[config.mk]
export PLATFORM = sky130hd
export DESIGN_NAME = rca_accumulator
export DESIGN_NICKNAME = d
export VERILOG_FILES = /design/src/rtl/rca_pkg.sv /design/src/rtl/rca_nbit.sv /design/src/rtl/rca_accumulator.sv
export SDC_FILE = /design/constraint.sdc
export NUM_CORES = 1
export LEC_CHECK = 0
export ABC_AREA = 1
export CAP_MARGIN = 20
export CORE_MARGIN = 5
export CORE_UTILIZATION = 44
export DETAILED_ROUTE_END_ITERATION = 12
export PLACE_DENSITY = 0.76
export RECOVER_POWER = 100
export SLEW_MARGIN = 25
export SYNTH_ARGS = -nofsm -noshare
export SYNTH_HDL_FRONTEND = slang
export SYNTH_HIERARCHICAL = 1
export SYNTH_SLANG_ARGS = --single-unit
[constraint.sdc]
create_clock -name clk -period 2.7 [get_ports clk]
set_input_delay 0.27 -clock clk [delete_from_list [all_inputs] [get_ports clk]]
set_output_delay 0.27 -clock clk [all_outputs]
set_load 0.05 [all_outputs]
[src/rtl/rca_pkg.sv]
// Shared types and default sizes for the ripple-carry accumulator slice.
// Benches import the same defaults so widths stay in lockstep.
package rca_pkg;

    localparam int RCA_N     = 4;
    localparam int RCA_CNT_W = 4;

    typedef enum logic [1:0] {
        IDLE  = 2'd0,
        ACCUM = 2'd1,
        HOLD  = 2'd2
    } state_t;

endpackage

[src/rtl/rca_nbit.sv]
// N-bit ripple-carry adder built from a chain of full-adder cells.
// Purely combinational; the carry ripples from bit 0 upward.
module rca_nbit #(
    parameter int N = 4
) (
    input  logic [N-1:0] a,
    input  logic [N-1:0] b,
    input  logic         cin,
    output logic [N-1:0] sum,
    output logic         cout
);

    logic [N:0] c;

    assign c[0] = cin;

    for (genvar i = 0; i < N; i++) begin : g_fa
        assign sum[i]  = a[i] ^ b[i] ^ c[i];
        assign c[i+1]  = (a[i] & b[i]) | (c[i] & (a[i] ^ b[i]));
    end

    assign cout = c[N];

endmodule

[src/rtl/rca_accumulator.sv]
// Burst accumulator: sums operands through rca_nbit, tracks a sticky
// carry and a saturating beat count, then holds the result for a consumer.
module rca_accumulator
    import rca_pkg::*;
#(
    parameter int N     = RCA_N,
    parameter int CNT_W = RCA_CNT_W
) (
    input  logic             clk,
    input  logic             rst,
    input  logic             in_valid,
    output logic             in_ready,
    input  logic [N-1:0]     in_data,
    input  logic             in_last,
    output logic             out_valid,
    input  logic             out_ready,
    output logic [N-1:0]     out_sum,
    output logic             out_carry,
    output logic [CNT_W-1:0] out_count
);

    localparam logic [CNT_W-1:0] CNT_MAX = '1;

    state_t             state;
    state_t             state_n;
    logic [N-1:0]       acc;
    logic               ovf;
    logic [CNT_W-1:0]   cnt;
    logic [N-1:0]       sum;
    logic               cout;
    logic               beat;
    logic               take;

    rca_nbit #(.N(N)) u_add (
        .a    (acc),
        .b    (in_data),
        .cin  (1'b0),
        .sum  (sum),
        .cout (cout)
    );

    // Handshake flags come from registered state only.
    always_comb begin
        state_n   = state;
        in_ready  = 1'b0;
        out_valid = 1'b0;
        unique case (state)
            IDLE, ACCUM: begin
                in_ready = 1'b1;
                if (in_valid) begin
                    state_n = in_last ? HOLD : ACCUM;
                end
            end
            HOLD: begin
                out_valid = 1'b1;
                if (out_ready) begin
                    state_n = IDLE;
                end
            end
            default: state_n = IDLE;
        endcase
    end

    assign beat = in_valid && in_ready;
    assign take = out_valid && out_ready;

    always_ff @(posedge clk) begin
        if (rst) begin
            state <= IDLE;
            acc   <= '0;
            ovf   <= 1'b0;
            cnt   <= '0;
        end else begin
            state <= state_n;
            if (beat) begin
                acc <= sum;
                ovf <= ovf | cout;
                if (cnt != CNT_MAX) begin
                    cnt <= cnt + 1'b1;
                end
            end else if (take) begin
                acc <= '0;
                ovf <= 1'b0;
                cnt <= '0;
            end
        end
    end

    assign out_sum   = acc;
    assign out_carry = ovf;
    assign out_count = cnt;

endmodule

==> qor.csv <==
stage,metric,value,unit
run_status,status,finished clean,
cells_and_area,nets,122,
synthesis,ys_seq_elements,11,
power_and_ir_drop,p_seq_share,42.1,%
power_and_ir_drop,netSwitchingPower,0.162,mW
sta,drv_slew,0,
cts,cts_buffers,3,
min_path,whs_path_depth,2,
global_routing,grt_use_met1,17.6,%
floorplan,fp-row-count,13,
min_path,hp-start,out_carry,
power_and_ir_drop,comb_power_share,32.6,%
route,vias,613,
global_routing,grt_start_max_net_pins,12,
cts,cts_buffer_depth,2,
global_routing,antenna_found_initial,0,
power_and_ir_drop,clkPwrFrac,25.3,%
worst_setup_path,reg2reg_from,out_sum[0],
cells_and_area,finalInstanceArea,861,sq um
global_routing,grt_use_met2,23.0,%
cts,holdBufCountCts,0,
job,maxCapViolations,0,
worst_setup_path,rr_endpoint,out_sum[3],
floorplan,dieWidth,48.1,um
synthesis,syn_avg_cell_area,7.43,sq um
worst_setup_path,worst-endpoint-required,2.90,ns
global_routing,busiest_layer,met2,
cts,insertion_delay,0.27,ns
global_routing,track_usage,14.8,%
worst_setup_path,worstPathArrival,2.57,ns
cts,cts_setup_buffers,0,
worst_setup_path,rr_worst_depth,10,
global_routing,gr-total-overflow,0,
place,numPortBuffers,19,
worst_setup_path,cp-start-kind,primary input,
route,vias_per_cell,5.02,
worst_setup_path,end_kind,flip-flop,
sta,worst_pin_slew,0.503,ns
cts,ctsResizeCount,0,
power_and_ir_drop,power.density,520,nW/um^2
power_and_ir_drop,p_total,0.447,mW
min_path,hold_end,out_carry,
synthesis,synth_area,639,sq um
cts,cts_root_buf,clkbuf_4,
route,drcViolationCount,0,
sta,period_share,87.9,%
place,place_congestion,0.775,
floorplan,fp.dieArea,2320,sq um
worst_setup_path,crit_type,in -> reg,
route,drt_iter0_drc,13,
floorplan,pin_count,20,
power_and_ir_drop,intPower,0.286,mW
synthesis,synthCells,86,
cells_and_area,layout_common_cells,"16 x inv_1, 16 x nand2_1, 15 x dlygate4sd3_1",
sta,setup_viol,0,
floorplan,initial_core_util,47.9,%
power_and_ir_drop,peakVddDrop,0.307,mV
sta,setup_tns,0,ns
cells_and_area,syn_to_final_growth,34.6,%
worst_setup_path,cp_max_fo,1,
route,first_pass_iters,4,
sta,post-route-min-period,2.37,ns
sta,hold_violations,0,
synthesis,syn_nets,100,
worst_setup_path,r2r_slack,0.52,ns
route,drtAntennaViolNets,0,
route,wirelength,1.38,mm
cts,htreeDepth,1,
sta,fmax,0.421,GHz
cells_and_area,drive_gt1_share,9.35,%
cts,cts.sinks,11,
power_and_ir_drop,power_switching_share,36.1,%
sta,rsz0062_at_grt,false,
place,dpl.hpwl,1.07,mm
min_path,hold_path_class,reg -> reg,
synthesis,yosysWarnings,6,
cells_and_area,n_fill_cell,131,
global_routing,use_met3,4.43,%
place,placed_area,835,sq um
power_and_ir_drop,p_leak,0.408,nW
sta,finalClockSkew,0.00245,ns
cts,cts_tree,yes,
sta,relSlewSlack,66.4,%
floorplan,placeableCoreArea,1330,sq um
synthesis,ys_seq_area_share,34.4,%
route,post_drt_wl_per_cell,11.3,um
global_routing,grt_pass1_wl,2.29,mm
synthesis,synthDistinctLibCells,20,
floorplan,die_h,48.1,um
cells_and_area,n_antenna_cell,0,
cts,clkSlewWorstSetupHoldPaths,0.07,ns
global_routing,grt_pass1_vias,571,
## worst max-delay path by stage
stage | startpoint | endpoint | slack, ns | cells after the start
after detailed placement | in_data[0] | out_sum[3] | 0.14 | 11
after CTS | in_data[0] | out_sum[3] | 0.44 | 11
after floorplan | out_sum[0] | out_sum[3] | 0.41 | 10
final | in_data[0] | out_sum[3] | 0.33 | 11
after global placement | in_data[0] | out_sum[3] | 0.22 | 11
after global routing | in_data[0] | out_sum[3] | 0.18 | 11
## layout make-up
class	instances	area (sq um)	share of cell area [%]
clock buffer	4	26.3	3.05
sequential	11	220	25.6
inverter	17	63.8	7.41
timing repair buffer	20	198	23.0
multi-input combinational	55	334	38.8
tap	15	18.8	2.18
## critical path, cell delays in order
cell and delay [ns]:
dlygate4sd3_1 0.56, fa_1 0.39, inv_1 0.08, fa_1 0.17, inv_1 0.05, fa_1 0.36, inv_1 0.08, fa_1 0.40
inv_1 0.06, nand2_1 0.04, a21oi_1 0.13
## state kept, by name (all words and copies together), names as in the netlist
| signal | cells |
|---|---|
| out_carry | 1 |
| out_count | 4 |
| out_sum | 4 |
| state | 2 |
## per-layer routing
layer,share of wire (%),vias to the layer above,wire length (um)
li1,-,310,-
met1,43,284,594
met2,50,17,690
met3,6.0,2,83
met4,0.65,0,9
met5,0,-,0
## through the flow
stage / instances / hold slack, ns / setup slack, ns / utilization (%)
floorplan: 86 / 0.360 / 0.413 / -
global placement: 118 / 0.466 / 0.223 / 62.6
detailed placement: 118 / 0.477 / 0.142 / 62.6
CTS: 122 / 0.491 / 0.439 / 64.5
global route: 122 / 0.522 / 0.183 / 64.5
finish: 122 / 0.480 / 0.326 / 64.5
## power groups by stage
stage	sequential (mW)	combinational, mW	clock [mW]
after floorplan	0.230	0.0639	0
after global placement	0.192	0.149	0
after detailed placement	0.193	0.153	0
after CTS	0.189	0.153	0.119
after global routing	0.191	0.163	0.131
final	0.188	0.146	0.113
## Yosys cell counts
master    instances  area [sq um]
or2_2             1          6.26
nand3_2           1          10.0
nand2_1          16          60.1
fa_1              4          80.1
inv_1            16          60.1
buf_6             1          11.3
nor2_2            2          12.5
nand4_1           1          6.26
nor2_1            3          11.3
buf_2             2          10.0
a21oi_1          10          50.1
ha_1              1          12.5
conb_1            1          3.75
inv_2             1          3.75
o211ai_1          1          7.51
nand3_1          11          55.1
nand2_2           1          6.26
o21ai_0           1          5.00
nand3b_1          1          7.51
dfxtp_1          11           220
## cells by family (layout without fill, tap and decap cells)
kind of cell	after synthesis	count (layout)	share of synthesized area [%]
buffers and inverters	20	41	13.3
AND/OR/NAND/NOR	37	37	27.4
other	1	1	0.587
adder cells (fa/ha/maj)	5	5	14.5
AO/OA/AOI/OAI	12	12	9.78
flip-flops	11	11	34.4
No activity file was read; power rests on OpenSTA's default activity.
